[src/rtl/decode_stage_pkg.sv]
// Shared RV32I decode definitions: opcodes, ALU/WB/flow encodings, ID/EX payload.
// Latency: n/a (types and constants only).
// Backpressure: n/a.
package decode_stage_pkg;

    localparam logic [6:0] OP_R      = 7'b0110011;
    localparam logic [6:0] OP_I      = 7'b0010011;
    localparam logic [6:0] OP_LOAD   = 7'b0000011;
    localparam logic [6:0] OP_STORE  = 7'b0100011;
    localparam logic [6:0] OP_BRANCH = 7'b1100011;
    localparam logic [6:0] OP_JAL    = 7'b1101111;
    localparam logic [6:0] OP_JALR   = 7'b1100111;
    localparam logic [6:0] OP_LUI    = 7'b0110111;
    localparam logic [6:0] OP_AUIPC  = 7'b0010111;

    localparam logic [3:0] ALU_ADD    = 4'd0;
    localparam logic [3:0] ALU_SUB    = 4'd1;
    localparam logic [3:0] ALU_SLL    = 4'd2;
    localparam logic [3:0] ALU_SLT    = 4'd3;
    localparam logic [3:0] ALU_SLTU   = 4'd4;
    localparam logic [3:0] ALU_XOR    = 4'd5;
    localparam logic [3:0] ALU_SRL    = 4'd6;
    localparam logic [3:0] ALU_SRA    = 4'd7;
    localparam logic [3:0] ALU_OR     = 4'd8;
    localparam logic [3:0] ALU_AND    = 4'd9;
    localparam logic [3:0] ALU_PASSB  = 4'd10;
    localparam logic [3:0] ALU_ADD_PC = 4'd11;

    localparam logic [1:0] WB_ALU = 2'b00;
    localparam logic [1:0] WB_MEM = 2'b01;
    localparam logic [1:0] WB_PC4 = 2'b10;

    localparam logic [1:0] FLOW_NONE   = 2'b00;
    localparam logic [1:0] FLOW_BRANCH = 2'b01;
    localparam logic [1:0] FLOW_JAL    = 2'b10;
    localparam logic [1:0] FLOW_JALR   = 2'b11;

    // ID/EX pipeline payload; an all-zero value is a bubble.
    typedef struct packed {
        logic [31:0] pc;
        logic [31:0] pc4;
        logic [31:0] rs1_data;
        logic [31:0] rs2_data;
        logic [31:0] imm;
        logic [4:0]  rs1;
        logic [4:0]  rs2;
        logic [4:0]  rd;
        logic [2:0]  funct3;
        logic [3:0]  alu_op;
        logic        alu_src;
        logic        mem_read;
        logic        mem_write;
        logic        reg_write;
        logic [1:0]  wb_sel;
        logic [1:0]  flow;
    } idex_t;

    // funct3 to ALU op; alt is instruction bit 30 where it selects SUB/SRA.
    function automatic logic [3:0] alu_decode(input logic [2:0] f3, input logic alt);
        logic [3:0] op;
        case (f3)
            3'b000:  op = alt ? ALU_SUB : ALU_ADD;
            3'b001:  op = ALU_SLL;
            3'b010:  op = ALU_SLT;
            3'b011:  op = ALU_SLTU;
            3'b100:  op = ALU_XOR;
            3'b101:  op = alt ? ALU_SRA : ALU_SRL;
            3'b110:  op = ALU_OR;
            default: op = ALU_AND;
        endcase
        return op;
    endfunction

endpackage

[src/rtl/decode_stage_regfile.sv]
// Register file: 2 async read ports with write-then-read bypass, 1 sync write port; x0 reads 0.
// Latency: reads combinational, writes land on the rising clk edge.
// Backpressure: none; writes are always accepted.
module decode_stage_regfile #(
    parameter int NUM_REGS = 32
) (
    input  logic        clk,
    input  logic        rst,
    input  logic [4:0]  i_raddr1,
    input  logic [4:0]  i_raddr2,
    output logic [31:0] o_rdata1,
    output logic [31:0] o_rdata2,
    input  logic        i_we,
    input  logic [4:0]  i_waddr,
    input  logic [31:0] i_wdata
);
    logic [31:0] r_regs [NUM_REGS];
    logic        w_wr_en;

    assign w_wr_en = i_we && (i_waddr != 5'd0);

    // Write port; reset clears every register, x0 is never written.
    always_ff @(posedge clk or posedge rst) begin
        if (rst) begin
            for (int i = 0; i < NUM_REGS; i++) r_regs[i] <= '0;
        end else if (w_wr_en) begin
            r_regs[i_waddr] <= i_wdata;
        end
    end

    // Read ports: x0 is zero, a same-cycle write to the read index is forwarded.
    always_comb begin
        o_rdata1 = r_regs[i_raddr1];
        o_rdata2 = r_regs[i_raddr2];
        if (w_wr_en && i_waddr == i_raddr1) o_rdata1 = i_wdata;
        if (w_wr_en && i_waddr == i_raddr2) o_rdata2 = i_wdata;
        if (i_raddr1 == 5'd0) o_rdata1 = '0;
        if (i_raddr2 == 5'd0) o_rdata2 = '0;
    end

endmodule

[src/rtl/decode_stage.sv]
// RV32I decode: immediates, control, register read, load-use detect, ID/EX register.
// Latency: 1 cycle from instruction to ID/EX outputs; o_stall is combinational.
// Backpressure: load-use raises o_stall and inserts a bubble; flush overrides stall.
module decode_stage
    import decode_stage_pkg::*;
#(
    parameter int NUM_REGS = 32
) (
    input  logic        clk,
    input  logic        rst,
    input  logic [31:0] instruction,
    input  logic [31:0] pc,
    input  logic [31:0] pc4,
    input  logic        flush,
    input  logic        ex_mem_read,
    input  logic [4:0]  ex_rd,
    input  logic        wb_we,
    input  logic [4:0]  wb_rd,
    input  logic [31:0] wb_data,
    output logic        o_stall,
    output logic [31:0] o_pc,
    output logic [31:0] o_pc4,
    output logic [31:0] o_rs1_data,
    output logic [31:0] o_rs2_data,
    output logic [31:0] o_imm,
    output logic [4:0]  o_rs1,
    output logic [4:0]  o_rs2,
    output logic [4:0]  o_rd,
    output logic [2:0]  o_funct3,
    output logic [3:0]  o_alu_op,
    output logic        o_alu_src,
    output logic        o_mem_read,
    output logic        o_mem_write,
    output logic        o_reg_write,
    output logic [1:0]  o_wb_sel,
    output logic [1:0]  o_flow
);
    logic [6:0]  w_opcode;
    logic [2:0]  w_funct3;
    logic [4:0]  w_rs1_f, w_rs2_f, w_rd_f;
    logic [31:0] w_imm_i, w_imm_s, w_imm_b, w_imm_u, w_imm_j;
    logic        w_valid, w_use_rs1, w_use_rs2, w_stall;
    logic [4:0]  w_rs1_idx, w_rs2_idx;
    logic [31:0] w_rs1_data, w_rs2_data;
    idex_t       w_dec, w_next, r_idex;

    assign w_opcode = instruction[6:0];
    assign w_funct3 = instruction[14:12];
    assign w_rd_f   = instruction[11:7];
    assign w_rs1_f  = instruction[19:15];
    assign w_rs2_f  = instruction[24:20];

    assign w_imm_i = {{20{instruction[31]}}, instruction[31:20]};
    assign w_imm_s = {{20{instruction[31]}}, instruction[31:25], instruction[11:7]};
    assign w_imm_b = {{19{instruction[31]}}, instruction[31], instruction[7],
                      instruction[30:25], instruction[11:8], 1'b0};
    assign w_imm_u = {instruction[31:12], 12'd0};
    assign w_imm_j = {{11{instruction[31]}}, instruction[31], instruction[19:12],
                      instruction[20], instruction[30:21], 1'b0};

    // Operand usage drives both the register read index and hazard detection; lui reads x0.
    assign w_valid   = w_opcode inside {OP_R, OP_I, OP_LOAD, OP_STORE, OP_BRANCH,
                                        OP_JAL, OP_JALR, OP_LUI, OP_AUIPC};
    assign w_use_rs1 = w_opcode inside {OP_R, OP_I, OP_LOAD, OP_STORE, OP_BRANCH, OP_JALR};
    assign w_use_rs2 = w_opcode inside {OP_R, OP_STORE, OP_BRANCH};
    assign w_rs1_idx = w_use_rs1 ? w_rs1_f : 5'd0;
    assign w_rs2_idx = w_use_rs2 ? w_rs2_f : 5'd0;

    assign w_stall = !flush && ex_mem_read && (ex_rd != 5'd0) &&
                     ((w_use_rs1 && w_rs1_f == ex_rd) || (w_use_rs2 && w_rs2_f == ex_rd));
    assign o_stall = w_stall;

    decode_stage_regfile #(.NUM_REGS(NUM_REGS)) u_regfile (
        .clk      (clk),
        .rst      (rst),
        .i_raddr1 (w_rs1_idx),
        .i_raddr2 (w_rs2_idx),
        .o_rdata1 (w_rs1_data),
        .o_rdata2 (w_rs2_data),
        .i_we     (wb_we),
        .i_waddr  (wb_rd),
        .i_wdata  (wb_data)
    );

    // Per-opcode control and immediate selection; unknown opcodes keep all-zero control.
    always_comb begin
        w_dec = '0;
        case (w_opcode)
            OP_R: begin
                w_dec.alu_op = alu_decode(w_funct3, instruction[30]);
                w_dec.reg_write = 1'b1;
                w_dec.funct3 = w_funct3;
            end
            OP_I: begin
                w_dec.alu_op = alu_decode(w_funct3, (w_funct3 == 3'b101) && instruction[30]);
                w_dec.alu_src = 1'b1;
                w_dec.reg_write = 1'b1;
                w_dec.imm = w_imm_i;
                w_dec.funct3 = w_funct3;
            end
            OP_LOAD: begin
                w_dec.alu_src = 1'b1;
                w_dec.mem_read = 1'b1;
                w_dec.reg_write = 1'b1;
                w_dec.wb_sel = WB_MEM;
                w_dec.imm = w_imm_i;
                w_dec.funct3 = w_funct3;
            end
            OP_STORE: begin
                w_dec.alu_src = 1'b1;
                w_dec.mem_write = 1'b1;
                w_dec.imm = w_imm_s;
                w_dec.funct3 = w_funct3;
            end
            OP_BRANCH: begin
                w_dec.alu_op = ALU_SUB;
                w_dec.flow = FLOW_BRANCH;
                w_dec.imm = w_imm_b;
                w_dec.funct3 = w_funct3;
            end
            OP_JAL: begin
                w_dec.alu_op = ALU_ADD_PC;
                w_dec.alu_src = 1'b1;
                w_dec.reg_write = 1'b1;
                w_dec.wb_sel = WB_PC4;
                w_dec.flow = FLOW_JAL;
                w_dec.imm = w_imm_j;
            end
            OP_JALR: begin
                w_dec.alu_src = 1'b1;
                w_dec.reg_write = 1'b1;
                w_dec.wb_sel = WB_PC4;
                w_dec.flow = FLOW_JALR;
                w_dec.imm = w_imm_i;
                w_dec.funct3 = w_funct3;
            end
            OP_LUI: begin
                w_dec.alu_op = ALU_PASSB;
                w_dec.alu_src = 1'b1;
                w_dec.reg_write = 1'b1;
                w_dec.imm = w_imm_u;
            end
            OP_AUIPC: begin
                w_dec.alu_op = ALU_ADD_PC;
                w_dec.alu_src = 1'b1;
                w_dec.reg_write = 1'b1;
                w_dec.imm = w_imm_u;
            end
            default: w_dec = '0;
        endcase
    end

    // Attach operand indices, register data and pc to the decoded control.
    always_comb begin
        w_next = w_dec;
        w_next.pc = pc;
        w_next.pc4 = pc4;
        w_next.rs1 = w_rs1_idx;
        w_next.rs2 = w_rs2_idx;
        w_next.rs1_data = w_rs1_data;
        w_next.rs2_data = w_rs2_data;
        w_next.rd = w_dec.reg_write ? w_rd_f : 5'd0;
    end

    // ID/EX register: bubble on reset, flush, stall or a non-instruction.
    always_ff @(posedge clk or posedge rst) begin
        if (rst) begin
            r_idex <= '0;
        end else if (flush || w_stall || !w_valid) begin
            r_idex <= '0;
        end else begin
            r_idex <= w_next;
        end
    end

    assign o_pc        = r_idex.pc;
    assign o_pc4       = r_idex.pc4;
    assign o_rs1_data  = r_idex.rs1_data;
    assign o_rs2_data  = r_idex.rs2_data;
    assign o_imm       = r_idex.imm;
    assign o_rs1       = r_idex.rs1;
    assign o_rs2       = r_idex.rs2;
    assign o_rd        = r_idex.rd;
    assign o_funct3    = r_idex.funct3;
    assign o_alu_op    = r_idex.alu_op;
    assign o_alu_src   = r_idex.alu_src;
    assign o_mem_read  = r_idex.mem_read;
    assign o_mem_write = r_idex.mem_write;
    assign o_reg_write = r_idex.reg_write;
    assign o_wb_sel    = r_idex.wb_sel;
    assign o_flow      = r_idex.flow;

endmodule

[config.mk]
export PLATFORM = sky130hd
export DESIGN_NAME = decode_stage
export DESIGN_NICKNAME = d
export VERILOG_FILES = /design/src/rtl/decode_stage_pkg.sv /design/src/rtl/decode_stage_regfile.sv /design/src/rtl/decode_stage.sv
export SDC_FILE = /design/constraint.sdc
export NUM_CORES = 2
export LEC_CHECK = 0
export ABC_AREA = 1
export BUFFER_PORTS_ARGS = -buffer_cell sky130_fd_sc_hd__buf_4
export CORE_MARGIN = 4
export CORE_UTILIZATION = 25
export DETAILED_ROUTE_END_ITERATION = 10
export SLEW_MARGIN = 25
export SYNTH_ARGS = -nofsm -noshare
export SYNTH_HDL_FRONTEND = slang
export SYNTH_HIERARCHICAL = 1
export SYNTH_SLANG_ARGS = --single-unit
[constraint.sdc]
create_clock -name clk -period 27 [get_ports clk]
set_clock_uncertainty 0.1 [all_clocks]
set_input_delay 0 -clock clk [delete_from_list [all_inputs] [get_ports clk]]
set_output_delay 0 -clock clk [all_outputs]
set_load 0.02 [all_outputs]
# Yosys cells after proc, flatten, opt, wreduce, memory -nomap -nowiden
# Index checks and enable logic that the tools add are counted.
# word_totals
ff_bits	1214
input_bits	143
# classes
n_eq_ne	19
mux	32
n_lt_le_gt_ge	4
bitwise_logic	3
n_reduce_logical	30
# ops
cell	count
bitwise mux 1024 bit	1
binary-select mux 32 bit (select 5 bit)	2
2-to-1 mux 32 bit	9
2-to-1 mux 190 bit	1
demux 32 bit (select 5 bit)	1
one-hot mux 32 bit (5 select lines)	1
one-hot mux 4 bit (7 select lines)	2
== test 7 x 6 -> 1 bit, second input constant	3
== test 7 bit, second input constant	3
== test 5 bit	4
one-hot mux 4 bit (5 select lines)	1
greater-or-equal comparator 6 bit, second input constant	3
inverter 5 -> 6 bit	3
2-to-1 mux 5 bit	3
== test 7 x 5 -> 1 bit, second input constant	2
OR reduction 7 bit	2
logical AND 1 bit	10
zero test 5 bit	2
nonzero test 5 bit	2
== test 3 bit, second input constant	3
nonzero test 9 bit	1
2-to-1 mux 1 bit	8
== test 7 x 2 -> 1 bit, second input constant	1
== test 3 x 2 -> 1 bit, second input constant	2
13 further kinds	18

# Depth between registers and ports, before layout
# depth
word_depth	10
mapped_depth	23
depth_no_buf	20

# Hierarchy
# The synthesis kept the hierarchy.
# modules_own_cells
mod	area_each_um2	cells_per_inst	seq_area_each_um2	n_inst
decode_stage_regfile	59667.2	8838	25624.6	1
decode_stage	7069.3	721	4729.5	1

# Least setup slack after synthesis
# OpenSTA, ideal clock, no wires.
# synth_timing
kind	input to register
startpoint	input instruction[4]
endpoint	register r_idex, in the netlist o_rs2_data[3]
path_stages	16
slack_ns	24.638
n_path_buf	3
required_time_ns	26.829
arrival_time_ns	2.191
setup_ns	0.071
path_cell_list	inv_1 -> nor2_4 -> nand2_1 -> a21oi_2 -> inv_1 -> nor2_1 -> clkbuf_1 -> xnor2_1 -> nand2_1 -> nor3_4 -> nand2_1 -> buf_2 -> buf_2 -> a21oi_1 -> inv_1 -> nor2_1
# synth_lines
element	line	text
start: declaration	decode_stage.sv:11	input logic [31:0] instruction,
end signal: assignment	decode_stage.sv:172	r_idex <= w_next;
end: declaration	decode_stage.sv:45	idex_t w_dec, w_next, r_idex;

==> flow_metrics.tcl <==
set metrics [dict create \
    cp_common_cell "nand2_1" \
    synth_edf_count 0 \
    grt_remaining_overflow 0 \
    synth_flop_cell "dfrtp_1" \
    placed_area_um2 71820 \
    grt_max_degree 191 \
    numCtsBuffers 131 \
    clk_pin_slew_ns 0.06 \
    slew_headroom 0.1851 \
    synth-seq-cells 1213 \
    final_layout_size_suffix_gt1_frac 0.08362 \
    clockRootBuffer "clkbuf_16" \
    wl_per_cell_um 21.23 \
    syn_area_um2 66740 \
    synthCells 9559 \
    critical-path-slowest-cell "nor2_4" \
    setup_viol 0 \
    area_growth_syn_to_layout_pct 18.50 \
    cts_tree "built" \
    die_y_um 524.7 \
    numPortBuffers 333 \
    slew_viol_final 0 \
    drt_iter0_drc 8801 \
    hp-class "input pin to register" \
    critPathRequiredTime_ns 27.59 \
    min_period_over_period 0.2131 \
    synth_fp_nets 9702 \
    critPathMaxFanout 172 \
    fmax_mhz 173.8 \
    start_util 0.2515 \
    grt_antenna_before_repair 21 \
    post_cts_buffers 0 \
    num_rows 189 \
    core_um2 265300 \
    synth_largest_area_cell "dfrtp_1" \
    synth.top_cell.area_share 0.4548 \
    dieArea_um2 275300 \
    final_area_um2 79080 \
    ys_seq_area_frac 0.4548 \
    tightest_slew_ns 1.222 \
    slowest_delay_ns 0.84 \
    end_kind "register" \
    gp_congestion 0.9202 \
    status "completed" \
    path_cells "dlygate4sd3_1, buf_4, inv_2, nand2_1, nor2_4, dlygate4sd3_1, nand2_1, nand2_1, nor2_4, nor2_4, buf_12, buf_4, buf_4, nor2_1, nor2_1, nand2_1, nand3_1, nand3_1, nand3_1, nand2_1, a21oi_1, inv_1, nor2_1" \
    detail_route.vias_per_cell 5.003 \
    max_cap_viol_count 0 \
    clock_path_buffers 3 \
    ys_warn_count 6 \
    grt_pass1_wl_mm 415.9 \
    final_cell_mix "nand2_1, nand3_1, dfrtp_1, o21ai_0, inv_1" \
    clk_latency_ns 0.79 \
    cp-start-kind "input pin" \
    detail-route-antenna-nets 0 \
    drc_errors 0 \
    worst-setup-path-type "input pin to register" \
    grt_usage 0.1972 \
    async_flop_share 1.000 \
    peakVddDrop_mv 0.05109 \
    total_power_mw 5.006 \
    fin_nets 9756 \
    power_density_nw_per_um2 63.30 \
    fin_tns_setup_ns 0 \
    dpl.hpwl_mm 153.8 \
    p_leak_nw 37.27 \
    synthTopCellsByArea "dfrtp_1, nand2_1, nand3_1, o21ai_0, inv_1" \
    wirelength_mm 281.7 \
    grt_pass1_vias 60816 \
    ys_types 36 \
    hold_viol 0 \
    fillCellCount 28639 \
    synth_area_per_cell_um2 6.982 \
    rsz0062_at_grt "no" \
    arrival_ns 6.34 \
    vias 66365 \
    final_common_cell "nand2_1" \
    die_x_um 524.7 \
    ctsHtreeMaxLevel 4 \
    period_minus_slack_ns 5.755 \
    cts_sinks 1213 \
    io_pins 334 \
    dr.pass1.iters 6 \
]
==> Yosys cell counts, types with 22 or more instances <==
cell type / count
buf_1: 73
inv_1: 1096
buf_2: 187
dfrtp_1: 1213
nand2_1: 2927
o211ai_1: 229
nand2_2: 22
clkbuf_1: 513
or2_2: 39
a21oi_1: 123
nor2_1: 471
nand3_1: 1386
o21ai_0: 1130
o21ai_1: 50
==> per-stage QoR <==
step	hold WS (ns)	util	setup WS, ns	instances
after detailed placement	0.04337	0.2707	22.06	12749
after global routing	0.02771	0.2980	21.11	13259
final	0.02585	0.2981	21.25	13265
after floorplan	0.006232	-	12.79	9559
after global placement	0.05436	0.2704	22.12	12746
after CTS	0.001707	0.2977	21.61	13254
==> state kept, by name, indices dropped and copies added (netlist names), 2 cells and up <==
register          count
o_alu_op              4
o_rs2                 5
o_rs1                 5
o_wb_sel              2
o_rd                  5
o_rs2_data           32
o_imm                32
o_rs1_data           32
o_pc                 32
u_regfile/r_regs   1024
o_pc4                32
o_flow                2
o_funct3              3
==> cells by family after synthesis <==
logic type	Yosys count	synth area share
simple gates	4880	0.3058
buf+inv	1906	0.1124
xor+xnor	13	0.001706
compound gates	1547	0.1253
flops	1213	0.4548
==> final timing paths <==
kind,from,to,slack (ns),depth (start not counted)
worst max-delay path,instruction[3],o_rs1_data[11],21.25,23
worst min-delay path,wb_data[15],u_regfile/r_regs[527],0.03,4
worst max register to register,u_regfile/r_regs[81],o_rs2_data[17],24.72,10
worst min register to register,u_regfile/r_regs[992],u_regfile/r_regs[992],0.28,0
max in group asynchronous,rst,u_regfile/r_regs[273],22.37,9
min in group asynchronous,rst,o_pc[23],0.48,4
==> layer usage <==
metal | vias up | GRT usage | routed length (µm)
met4 | 12 | 0.1048 | 17110
li1 | 30368 | - | -
met2 | 3739 | 0.3108 | 124700
met1 | 31452 | 0.2551 | 111600
met5 | - | 0 | 94
met3 | 794 | 0.03877 | 28210
==> cell type report <==
| type | count | area, µm² | share of cell area |
|---|---|---|---|
| antenna | 9 | 22.52 | 0.0002848 |
| clock inverter | 56 | 671.9 | 0.008496 |
| sequential | 1213 | 30350 | 0.3838 |
| inverter | 1115 | 4237 | 0.05357 |
| clock buffer | 187 | 3874 | 0.04898 |
| timing repair buffer | 712 | 6312 | 0.07982 |
| multi-input combinational | 6440 | 29190 | 0.3691 |
| tap | 3533 | 4420 | 0.05590 |
==> where the power goes <==
part	internal (mW)	switching [mW]
Combinational	0.312	0.505
Clock	1.11	0.812
Sequential	2.10	0.164
Total	3.53	1.48
==> critical path, delay by kind of cell <==
| family | cells | cell delay, ns |
|---|---|---|
| AO/OA/AOI/OAI | 1 | 0.12 |
| AND/OR/NAND/NOR | 14 | 2.27 |
| buffers and inverters | 8 | 3.58 |
==> repair_timing <==
item / in CTS / in global routing
hold buffers: 262 / 0
hold endpoints to repair: 1289 / 0
resized for setup: 0 / 0
Power figures use the tool's default switching activity.
